## src/rtl/brlite_svc_queue.sv

```systemverilog
// Receive-side FIFO that captures BrLite service packets from the router and presents the head to the NI.
// Optional macro BRLITE_SVC_DROP_EN: discard and count packets that arrive while full instead of stalling.
package brlite_svc_pkg;
    typedef struct packed {
        logic [7:0]  ksvc;
        logic [15:0] seq_source;
        logic [15:0] producer;
        logic [31:0] payload;
    } brlite_svc_t;
endpackage

module brlite_svc_queue
    import brlite_svc_pkg::*;
#(
    parameter int DEPTH = 4,
    parameter int PTR_W = $clog2(DEPTH)
) (
    input  logic              clk_i,
    input  logic              rst_ni,
    input  logic              rx_req_i,
    output logic              rx_ack_o,
    input  logic [7:0]        rx_ksvc_i,
    input  logic [15:0]       rx_seq_source_i,
    input  logic [15:0]       rx_producer_i,
    input  logic [31:0]       rx_payload_i,
    output logic              br_svc_rx_o,
    output brlite_svc_t       br_svc_data_o,
    input  logic              br_svc_ack_i,
    output logic [PTR_W:0]    count_o,
    output logic [15:0]       drop_cnt_o
);
    brlite_svc_t      mem [DEPTH];
    brlite_svc_t      wr_entry;
    logic [PTR_W-1:0] wr_ptr;
    logic [PTR_W-1:0] rd_ptr;
    logic [PTR_W:0]   count;
    logic             full;
    logic             empty;
    logic             offer;
    logic             push;
    logic             pop;
    logic             ack_next;

    assign full  = (count == (PTR_W+1)'(DEPTH));
    assign empty = (count == '0);
    // The ack gate stops a held request from being captured twice while the router lowers it.
    assign offer = rx_req_i && !rx_ack_o;
    assign push  = offer && !full;
    assign pop   = br_svc_ack_i && !empty;

    assign wr_entry = '{ksvc:       rx_ksvc_i,
                        seq_source: rx_seq_source_i,
                        producer:   rx_producer_i,
                        payload:    rx_payload_i};

`ifdef BRLITE_SVC_DROP_EN
    logic        drop;
    logic [15:0] drop_cnt;

    assign drop     = offer && full;
    assign ack_next = push || drop;

    always_ff @(posedge clk_i or negedge rst_ni) begin
        if (!rst_ni) begin
            drop_cnt <= '0;
        end else if (drop && (drop_cnt != 16'hFFFF)) begin
            drop_cnt <= drop_cnt + 16'd1;
        end
    end

    assign drop_cnt_o = drop_cnt;
`else
    assign ack_next   = push;
    assign drop_cnt_o = '0;
`endif

    // NOTE: the storage array is reset like any other register so the head reads zero after reset;
    // its writes use non-blocking assignments so the same edge sees the pre-edge pointers everywhere.
    always_ff @(posedge clk_i or negedge rst_ni) begin
        if (!rst_ni) begin
            for (int i = 0; i < DEPTH; i++) begin
                mem[i] <= '0;
            end
        end else if (push) begin
            mem[wr_ptr] <= wr_entry;
        end
    end

    always_ff @(posedge clk_i or negedge rst_ni) begin
        if (!rst_ni) begin
            wr_ptr   <= '0;
            rd_ptr   <= '0;
            count    <= '0;
            rx_ack_o <= 1'b0;
        end else begin
            rx_ack_o <= ack_next;
            if (push) begin
                wr_ptr <= wr_ptr + 1'b1;
            end
            if (pop) begin
                rd_ptr <= rd_ptr + 1'b1;
            end
            case ({push, pop})
                2'b10:   count <= count + 1'b1;
                2'b01:   count <= count - 1'b1;
                default: count <= count;
            endcase
        end
    end

    assign br_svc_rx_o   = !empty;
    assign br_svc_data_o = mem[rd_ptr];
    assign count_o       = count;

endmodule
```

## config.mk

```make
export PLATFORM = sky130hd
export DESIGN_NAME = brlite_svc_queue
export DESIGN_NICKNAME = d
export VERILOG_FILES = /design/src/rtl/brlite_svc_queue.sv
export SDC_FILE = /design/constraint.sdc
export NUM_CORES = 1
export LEC_CHECK = 0
export CORE_ASPECT_RATIO = 1.25
export CORE_MARGIN = 4
export CORE_UTILIZATION = 42
export DETAILED_ROUTE_END_ITERATION = 6
export GPL_ROUTABILITY_DRIVEN = 0
export GPL_TIMING_DRIVEN = 0
export PLACE_DENSITY = 0.71
export SLEW_MARGIN = 20
export SYNTH_ARGS = -nofsm -noshare
export SYNTH_HDL_FRONTEND = slang
export SYNTH_SLANG_ARGS = --single-unit
```

## constraint.sdc

```tcl
create_clock -name clk_i -period 2.1 [get_ports clk_i]
set_clock_uncertainty 0.05 [all_clocks]
set_input_delay 0.525 -clock clk_i [delete_from_list [all_inputs] [get_ports clk_i]]
set_output_delay 0.525 -clock clk_i [all_outputs]
set_load 0.01 [all_outputs]
```

; Yosys cells after proc, flatten, opt, wreduce, memory -nomap -nowiden
; Index checks and enable logic that the tools add are counted.
[op_classes]
n_eq_ne = 3
reduce_logical = 9
n_bitwise = 2
magnitude_cmp = 3
n_mul = 0
n_addsub = 4
div_mod_pow = 0
n_shift = 0
muxes = 7
[ops]
columns = cell, count
row1 = bitwise mux 288 bit, 1
row2 = 2-to-1 mux 72 bit, 3
row3 = binary-select mux 72 bit (select 2 bit), 1
row4 = demux 72 bit (select 2 bit), 1
row5 = "greater-or-equal comparator 3 bit, second input constant", 2
row6 = NOT 2 -> 3 bit, 2
row7 = case mux 3 bit (2 select lines), 1
row8 = "adder 2 x 1 -> 2 bit, second input constant", 2
row9 = logical AND 1 bit, 4
row10 = "adder 3 x 1 -> 3 bit, second input constant", 1
row11 = "equality test 3 bit, second input constant", 1
row12 = logical NOT 1 bit, 3
row13 = logical NOT 3 bit, 1
row14 = "< comparator 3 x 1 -> 1 bit, second input constant", 1
row15 = "subtractor 3 x 1 -> 3 bit, second input constant", 1
row16 = "equality test 2 x 1 -> 1 bit, second input constant", 1
row17 = "equality test 2 bit, second input constant", 1
row18 = nonzero test 2 bit, 1
[totals]
output_inout_bits = 93
latch_bits = 0
mem_bits_rw = 0
romBits = 0
n_memories = 0
word_cells = 48
inputBits = 76
regBits = 296

; Longest topological paths before layout
; Gate-level depths: netlist (run 1).
[logic_depth]
word_depth = 6
mapped_depth = 9
mapped_depth_nobuf = 9

; Worst setup path after synthesis (run 1)
; No wires, ideal clock.
[synth_path]
path_type = register -> register
start = register count[0], in the netlist count_o[0]
end = register count[2], in the netlist count_o[2]
path_stages_with_launch = 10
setup_time_ns = 0.079
arrival_time_ns = 1.944
required_ns = 1.971
n_path_buf = 0
period_less_slack_ns = 2.073
setup_slack_ns = 0.027
cell_sequence = dfrtp_1 -> nor3b_4 -> nor3b_1 -> inv_1 -> ha_1 -> inv_1 -> fa_1 -> xor2_1 -> nor2_1 -> xor2_1
[synth_via]
elab_chain_cells = 5
elab_cells_between_ends = 12
classes_between = add/sub (2) / eq/ne (3) / mux (1) / reduce/logical (6)
[synth_rtl]
columns = element, line
row1 = start: declaration, 36  ; logic [PTR_W:0] count;
row2 = start signal: assignment, 104  ; 2'b10: count <= count + 1'b1;
row3 = start signal: assignment, 105  ; 2'b01: count <= count - 1'b1;
row4 = start signal: assignment, 106  ; default: count <= count;
row5 = equality test 3 bit (*), 44  ; assign full = (count == (PTR_W+1)'(DEPTH));
row6 = logical NOT 1 bit (*), 48  ; assign push = offer && !full;
row7 = logical AND 1 bit (*), 48
row8 = named net ack_next, 42  ; logic ack_next;
row9 = equality test 2 x 1 -> 1 bit / equality test 2 bit (equally long branches), 103  ; case ({push, pop})
row10 = case mux 3 bit (2 select lines) / nonzero test 2 bit (equally long branches), -
; Mark *: on every way through the listed nets, which the timed path passes. The rest lies on a longest branch.
; A chain may end at the register's enable or synchronous reset.

==> results of run 1 <==
-- area by class of cell --
type | instances | share of cell area
flip-flops and latches | 296 | 0.402
multi-input cells | 400 | 0.340
repair buffers | 183 | 0.113
clock buffers | 53 | 0.0595
plain buffers | 63 | 0.0517
well taps | 423 | 0.0287
clock inverters | 8 | 0.00353
inverters | 6 | 0.00122
diodes | 1 | 0.000136
-- placed cells by master, fill, tap and decap left out, types with 9 or more instances in the layout --
| cell type | Yosys | routed |
|---|---|---|
| clkbuf_8 | 0 | 12 |
| mux2_2 | 9 | 9 |
| mux4_2 | 72 | 72 |
| buf_12 | 28 | 45 |
| clkdlybuf4s50_1 | 0 | 75 |
| clkbuf_16 | 0 | 37 |
| buf_4 | 16 | 28 |
| dfrtp_1 | 296 | 292 |
| mux2_4 | 280 | 280 |
| buf_6 | 4 | 76 |
| conb_1 | 1 | 16 |
-- how the worst min path moves through the flow --
stage	end	slack (ns)	depth (start not counted)
2_1_floorplan	count_o[0]	0.18	0
3_3_place_gp	mem[119]	0.43	1
3_5_place_dp	mem[110]	0.44	1
4_1_cts	mem[103]	0.46	1
5_1_grt	mem[18]	0.47	1
6_report	mem[103]	0.45	1
-- stage by stage --
| step | area [sq um] | setup WS [ns] | cells |
|---|---|---|---|
| floorplan | 14500 | 0.0272 | 766 |
| global placement | 16500 | -12.40 | 1341 |
| detailed placement | 16600 | -1.14 | 1344 |
| CTS | 18400 | -0.594 | 1432 |
| global route | 18400 | -0.565 | 1433 |
| finish | 18400 | -0.498 | 1433 |
-- cells in the mapped netlist (all sizes together) --
cell    number  area (sq um)
buf         59           777
nor4bb       4          65.1
inv          6          22.5
or3          1          7.51
xor2         3          26.3
nor2         1          3.75
fa           1          20.0
nor3b        2          26.3
mux2i        1          10.0
mux2       289          4310
conb         1          3.75
xnor2        3          26.3
o31a         1          10.0
mux4        72          1620
clkbuf       5          18.8
ha           5          62.6
dfrtp      296          7410
nand2        1          3.75
-- timing repair --
| item | CTS | global route |
|---|---|---|
| setup endpoints to repair | 79 | 141 |
| pin swaps | 1 | 3 |
| hold endpoints to repair | 18 | 0 |
| setup buffers | 20 | 4 |
| hold buffers | 1 | 0 |
| gates cloned | 7 | 0 |
| resized for setup | 401 | 45 |
-- power by group through the flow --
stage	combinational [mW]	sequential, mW	clock (mW)
after detailed placement	15.0	10.3	0
after global placement	14.8	10.2	0
after global routing	17.4	10.6	6.48
final	16.5	10.3	6.06
after floorplan	10.2	9.75	0
after CTS	16.5	10.3	6.22
-- sequential cells by signal (all words and copies together) (netlist names) --
name      cells
rd_ptr        2
rx_ack_o      1
count_o       3
mem         288
wr_ptr        2
-- cell families after synthesis --
family	Yosys count	synth area share
adder cells (fa/ha/maj)	6	0.00573
multiplexers	362	0.412
other	1	0.000260
flip-flops	296	0.514
AND/OR/NAND/NOR	9	0.00738
XOR/XNOR	6	0.00365
buffers and inverters	70	0.0568
AO/OA/AOI/OAI	1	0.000694
-- layer usage --
metal  track usage  share of wire  vias to the layer above  routed length, um
li1              -              -                     3214                  -
met1         0.241           0.46                     3983              14300
met5             0              0                        -                  0
met2         0.271           0.49                      144              15200
met4        0.0452          0.016                        0                503
met3        0.0357          0.042                       36               1310
==> impl_metrics.json, run 1 <==
{
  "maxSlewHeadroom": 0.642,
  "area.growth.synth_to_final_pct": 27.8,
  "tightest_slew_ns": 0.536,
  "power_mw": 32.8,
  "crit_path_top_delay_cell": "mux4_2",
  "switching_share": 0.291,
  "critPathCaptureType": "primary output",
  "p_per_area_nw_per_um2": 1780,
  "crit_top_cell": "buf_12",
  "finalWorstSetupSlack_ns": -0.498,
  "min_path_type": "flip-flop to flip-flop",
  "grt_max_degree": 94,
  "crit_end": "br_svc_data_o[17]",
  "postSynthCellCount": 751,
  "io_pins": 169,
  "n_fill_cell": 2621,
  "die_width_um": 174,
  "vias": 7377,
  "period_minus_slack_ns": 2.60,
  "routed_wl_um": 31300,
  "critical_path_depth": 5,
  "clockBufferDepth": 3,
  "antenna_left": 0,
  "peakVddDrop_v": 0.000842,
  "r2r-end": "mem[252]",
  "io_buffers": 152,
  "ff2ff_path_depth": 7,
  "crit_chain": "buf_12 > buf_12 > buf_12 > mux4_2 > buf_6",
  "hp-start": "mem[103]",
  "synth.ff_latch_count": 296,
  "cap_violations": 0,
  "setup_tns_ns": -34.96,
  "dp_hpwl_um": 19900,
  "final-max-slew-violation-count": 0,
  "viasPerCell": 5.15,
  "avgSynthCellArea_sq_um": 19.2,
  "clk_pin_slew_worst_paths_ns": 0.06,
  "hold_violations": 0,
  "status": "finished with violations",
  "die_area_sq_um": 37400,
  "crit_required_ns": 1.52,
  "rows": 75,
  "yosys_warnings": 0,
  "switchingPower_mw": 9.53,
  "avgRoutedWirePerCell_um": 21.8,
  "cts_tree": "yes",
  "setup_viol_count_final": 329,
  "worstSetupPathType": "flip-flop to primary output",
  "crit_path_max_incr_delay_ns": 0.55,
  "path_max_fanout": 5,
  "start_util": 0.428,
  "nets": 1066,
  "drc": 0,
  "min_period_over_period": 1.24,
  "violations": "setup timing",
  "drtIter0Drc": 323,
  "internal-power_mw": 23.3,
  "crit_start": "rd_ptr[0]",
  "cp_top_family": "buffers and inverters",
  "worstSkewPairLatency_ns": 0.51,
  "r2r_setup_slack_ns": -0.03,
  "multiInputGateArea_sq_um": 6270,
  "htree_levels": 2,
  "cts_sinks": 296,
  "coreArea_sq_um": 33700,
  "grt_usage": 0.170,
  "max_freq_mhz": 385,
  "pwr-share-seq": 0.313,
  "syn_area_sq_um": 14400,
  "cts_buffers": 34,
  "p_clk_frac": 0.185,
  "hold_ws_ns": 0.452,
  "drive_gt1_frac": 0.594,
  "clockRootBuffer": "clkbuf_16",
  "overflow": 0,
  "seqCellArea_sq_um": 7410,
  "worstSetupStartpointType": "flip-flop",
  "combPwrFrac": 0.502,
  "drtPass1Iterations": 4,
  "crit_buf_inv": 4,
  "worstPathArrival_ns": 2.02,
  "die_h_um": 215,
  "utilization": 0.547,
  "r2r-start": "count_o[2]",
  "yosysUniqueCellTypes": 24,
  "ys_seq_area_frac": 0.514,
  "power_leakage_nw": 8.20,
  "grt_pass1_wl_um": 50500,
  "grt_pass1_vias": 8438,
  "rsz0062_at_grt": "true",
  "antenna_found_initial": 1
}
Power figures use the tool's default switching activity.
==> run 2, diff against run 1 <==
- DONT_BUFFER_PORTS: not set -> 1
- PLACE_DENSITY: 0.71 -> 0.65
==> run 2 against run 1 <==
The run ends with hold timing, setup timing left; utilization is 4.9 points lower; clock power is 6.3% lower; worst hold slack worse by 0.79 ns; critical path depth is 2 lower; sequential power hardly changed; power is 12% lower; cell count is 11% lower; clock-buffer cell count stayed put; largest cell class unchanged; highest routed layer unchanged.
==> impl_metrics.json, run 2 (same netlist as run 1, synthesis figures left out) <==
{
  "status": "finished with violations",
  "violations": "hold timing, setup timing",
  "htree_levels": 2,
  "cts_tree": "yes",
  "crit_buf_inv": 2,
  "min_period_over_period": 1.16,
  "peakVddDrop_v": 0.000795,
  "crit_path_top_delay_cell": "mux4_2",
  "min_path_type": "input pin to async pin",
  "period_minus_slack_ns": 2.44,
  "rows": 75,
  "cap_violations": 0,
  "viasPerCell": 5.23,
  "p_per_area_nw_per_um2": 1720,
  "cp_top_family": "multiplexers",
  "path_max_fanout": 10,
  "grt_usage": 0.161,
  "r2r_setup_slack_ns": 0.02,
  "grt.met2_usage": 0.270,
  "clk_pin_slew_worst_paths_ns": 0.06,
  "r2r-end": "mem[90]",
  "die_h_um": 215,
  "crit_start": "rd_ptr[0]",
  "vias": 6674,
  "pwr-share-seq": 0.360,
  "hold_violations": 296,
  "crit_path_max_incr_delay_ns": 0.58,
  "largest-register": "mem",
  "io_buffers": 0,
  "power_leakage_nw": 7.37,
  "maxSlewHeadroom": 0.566,
  "clockRootBuffer": "clkbuf_16",
  "use_met3": 0.0494,
  "final-max-slew-violation-count": 0,
  "dp_hpwl_um": 18500,
  "grt_busiest_layer": "met2",
  "grt_pass1_vias": 7679,
  "p_clk_frac": 0.198,
  "cts_sinks": 296,
  "grt_max_degree": 297,
  "coreArea_sq_um": 33700,
  "crit_chain": "buf_12 > buf_8 > mux4_2",
  "drc": 0,
  "ff2ff_path_depth": 7,
  "max_freq_mhz": 411,
  "switchingPower_mw": 8.61,
  "drtPass1Iterations": 4,
  "switching_share": 0.299,
  "grtUsageMet1": 0.206,
  "critical_path_depth": 3,
  "overflow": 0,
  "n_antenna_cell": 0,
  "area.growth.synth_to_final_pct": 16.3,
  "hold_ws_ns": -0.335,
  "nets": 911,
  "tightest_slew_ns": 0.652,
  "io_pins": 169,
  "drtIter0Drc": 300,
  "setup_viol_count_final": 72,
  "avgRoutedWirePerCell_um": 24.6,
  "crit_end": "br_svc_data_o[23]",
  "worstSetupStartpointType": "flip-flop",
  "r2r-start": "count_o[2]",
  "internal-power_mw": 20.2,
  "largest_register_ffs": 288,
  "rsz0062_at_grt": "true",
  "worstSetupPathType": "flip-flop to primary output",
  "combPwrFrac": 0.443,
  "drive_gt1_frac": 0.602,
  "critPathCaptureType": "primary output",
  "finalWorstSetupSlack_ns": -0.335,
  "final_cell_mix": "292 x dfrtp_1, 280 x mux2_4, 72 x mux4_2, 49 x clkbuf_16, 36 x buf_12",
  "worstPathArrival_ns": 1.86,
  "cts_buffers": 34,
  "die_width_um": 174,
  "crit_required_ns": 1.52,
  "start_util": 0.428,
  "final_common_cell": "dfrtp_1",
  "die_area_sq_um": 37400,
  "worstSkewPairLatency_ns": 0.51,
  "routed_wl_um": 31400,
  "grt_pass1_wl_um": 47600,
  "antenna_found_initial": 0,
  "antenna_left": 0,
  "clockBufferDepth": 3,
  "power_mw": 28.8
}
==> run 2: changes by cell type in the layout (fill, tap and decap cells not counted), sizes merged <==
cell,delta
clkinv,-4
dlymetal6s2s,-1
dlygate4sd2,-2
buf,-90
clkbuf,+14
clkdlybuf4s50,-75
inv,+2
diode,-1
dlygate4sd3,-1
==> run 2: timing repair <==
action | in CTS | in global routing
pin swaps | 0 | 4
hold endpoints to repair | 296 | 296
gates resized for setup | 48 | 29
setup buffers | 3 | 8
setup endpoints to repair | 75 | 349
cloned | 0 | 17
==> run 2: through the flow <==
step / utilization / area [sq um] / instances / TNS, ns / worst slack, ns
floorplan: - / 14500 / 766 / 0 / 0.0272
global placement: 0.445 / 15000 / 1189 / -34.77 / -0.617
detailed placement: 0.445 / 15000 / 1189 / -35.12 / -0.633
CTS: 0.482 / 16200 / 1250 / -23.96 / -0.378
global route: 0.498 / 16800 / 1275 / -26.70 / -0.404
finish: 0.498 / 16800 / 1275 / -20.98 / -0.335
==> run 2: worst min-delay path by stage <==
stage / startpoint / endpoint / slack [ns] / depth (start not counted)
2_1_floorplan: rst_ni / count_o[0] / 0.18 / 0
3_3_place_gp: rst_ni / mem[284] / 0.19 / 0
3_5_place_dp: rst_ni / mem[284] / 0.19 / 0
4_1_cts: rst_ni / mem[284] / -0.37 / 0
5_1_grt: rst_ni / mem[284] / -0.37 / 0
6_report: rst_ni / mem[284] / -0.34 / 0
==> run 2: metal layers <==
layer | vias to the layer above | wire [um]
met5 | - | 0
met1 | 3586 | 13400
li1 | 2904 | -
met3 | 39 | 1780
met2 | 145 | 15600
met4 | 0 | 608
==> run 2: cell type report <==
cell class,instances,area (sq um)
fillers,2733,16900
flip-flops and latches,296,7410
multi-input cells,400,6290
clock buffers,53,993
plain buffers,63,958
well taps,423,529
repair buffers,28,494
clock inverters,6,62.6
inverters,6,22.5
==> run 2: power groups by stage <==
stage	sequential, mW	combinational [mW]	clock (mW)
CTS	10.3	12.4	5.89
global placement	10.2	11.9	0
finish	10.3	12.7	5.68
floorplan	9.75	10.2	0
detailed placement	10.3	12.0	0
global route	10.7	13.5	6.13
==> run 2: worst register-to-register path: stages, from the launching register on <==
cell and delay, ns:
dfrtp_2 0.46, nor3b_4 0.18, buf_6 0.15, nor4bb_4 0.26, buf_4 0.18, buf_12 0.18, buf_12 0.19, mux2_4 0.31
==> run 3, diff against run 2 <==
==> constraint.sdc (replaced) <==
create_clock -name clk_i -period 2.1 [get_ports clk_i]
set_clock_uncertainty 0.05 [all_clocks]
set_input_delay 0.315 -clock clk_i [delete_from_list [all_inputs] [get_ports clk_i]]
set_output_delay 0.315 -clock clk_i [all_outputs]
set_load 0.01 [all_outputs]
==> run 3 against run 2 <==
Combinational power about the same; non-clock buffer count up 65; the run still ends with hold timing, setup timing left; fmax up 9.7%; global-route usage up 0.23 points; register-to-register slack better by 0.02 ns; clock-buffer cell count unchanged; die area unchanged.
==> impl_metrics.json, run 3 (same netlist as run 1, synthesis figures left out) <==
{
  "status": "finished with violations",
  "io_buffers": 0,
  "hold_ws_ns": -0.547,
  "drive_gt1_frac": 0.551,
  "r2r_setup_slack_ns": 0.04,
  "crit_path_top_delay_cell": "mux4_2",
  "rows": 75,
  "finalWorstSetupSlack_ns": -0.120,
  "rsz0062_at_grt": "true",
  "io_pins": 169,
  "hold_violations": 296,
  "path_max_fanout": 10,
  "grt_usage": 0.164,
  "min_period_over_period": 1.06,
  "antenna_left": 0,
  "routed_wl_um": 31300,
  "r2r-end": "mem[236]",
  "cp_top_family": "multiplexers",
  "crit_buf_inv": 2,
  "cts_buffers": 34,
  "violations": "hold timing, setup timing",
  "crit_required_ns": 1.74,
  "final_area_sq_um": 17300,
  "n_antenna_cell": 0,
  "tightest_slew_ns": 0.986,
  "die_h_um": 215,
  "maxSlewHeadroom": 0.343,
  "viasPerCell": 5.21,
  "coreArea_sq_um": 33700,
  "drc": 0,
  "cap_violations": 0,
  "drtIter0Drc": 305,
  "peakVddDrop_v": 0.000767,
  "area.growth.synth_to_final_pct": 20.1,
  "clk_pin_slew_worst_paths_ns": 0.06,
  "vias": 6985,
  "die_area_sq_um": 37400,
  "setup_viol_count_final": 72,
  "dp_hpwl_um": 18500,
  "worstSkewPairLatency_ns": 0.51,
  "cts_tree": "yes",
  "worstSetupStartpointType": "flip-flop",
  "hold_buffers": 73,
  "period_minus_slack_ns": 2.22,
  "crit_chain": "buf_12 > buf_16 > mux4_2",
  "min_path_type": "input pin to async pin",
  "start_util": 0.428,
  "nets": 976,
  "largest-register": "mem",
  "crit_path_max_incr_delay_ns": 0.60,
  "critPathCaptureType": "primary output",
  "worstPathArrival_ns": 1.86,
  "antenna_found_initial": 3,
  "die_width_um": 174,
  "max_freq_mhz": 450,
  "clockRootBuffer": "clkbuf_16",
  "drtPass1Iterations": 4,
  "placed_area_sq_um": 15000,
  "clockBufferDepth": 3,
  "worstSetupPathType": "flip-flop to primary output",
  "largest_register_ffs": 288,
  "overflow": 0,
  "cts_sinks": 296,
  "final_common_cell": "dfrtp_1",
  "pre_cts_slack_ns": -0.423,
  "grt_pass1_wl_um": 48600,
  "ff2ff_path_depth": 7,
  "power_leakage_nw": 7.60,
  "final-max-slew-violation-count": 0,
  "htree_levels": 2,
  "grt_pass1_vias": 8007,
  "r2r-start": "count_o[2]",
  "p_per_area_nw_per_um2": 1660,
  "avgRoutedWirePerCell_um": 23.4,
  "grt_max_degree": 297,
  "final_cell_mix": "292 x dfrtp_1, 280 x mux2_4, 73 x dlygate4sd3_1, 72 x mux4_2, 44 x clkbuf_16"
}
## run 3: worst max-delay path by stage
stage | startpoint | to | slack, ns | cells past startpoint
after floorplan | count_o[0] | count_o[2] | 0.03 | 9
after global placement | rd_ptr[1] | br_svc_data_o[48] | -0.41 | 3
after detailed placement | rd_ptr[1] | br_svc_data_o[48] | -0.42 | 3
after CTS | rd_ptr[0] | br_svc_data_o[48] | -0.17 | 3
after global routing | rd_ptr[0] | br_svc_data_o[48] | -0.19 | 3
final | rd_ptr[0] | br_svc_data_o[48] | -0.12 | 3
## run 3: area by class of cell
cell class | count | area [sq um]
buffer | 63 | 951
clock buffer | 53 | 993
clock inverter | 6 | 62.6
fill | 2709 | 16400
inverter | 6 | 22.5
multi-input combinational | 400 | 6290
sequential | 296 | 7410
tap | 423 | 529
timing repair buffer | 93 | 1060
## run 3: layer usage
metal  part of all wire  vias up  track usage
li1                   -     3036            -
met1               0.44     3756        0.217
met2               0.50      144        0.275
met3              0.042       43       0.0369
met4              0.016        6       0.0407
met5            0.00089        -            0
## run 3: timing repair
action / 4_1_cts / 5_1_grt
pin swaps: 0 / 4
endpoints found under the setup margin: 74 / 258
gates resized for setup: 46 / 25
gates cloned: 0 / 11
hold endpoints to repair: 585 / 296
setup buffers: 3 / 6
## run 3: through the flow
stage	total power, mW	setup TNS, ns	std cells	utilization
after floorplan	20.0	0	766	-
after global placement	22.1	-20.28	1189	0.445
after detailed placement	22.3	-20.63	1189	0.445
after CTS	28.8	-8.87	1323	0.503
after global routing	30.3	-12.80	1340	0.514
final	28.8	-5.52	1340	0.514
## run 3: worst register-to-register path, cell delays in order, from the launching register on
cell	delay, ns
dfrtp_2	0.45
nor3b_4	0.18
buf_6	0.14
nor4bb_4	0.29
buf_8	0.21
buf_8	0.15
buf_12	0.16
mux2_4	0.31
## run 3: power by group
part | internal [mW] | switching (mW) | total [mW]
sequential | 8.66 | 1.70 | 10.4
clock | 3.38 | 2.31 | 5.68
combinational | 8.08 | 4.66 | 12.7
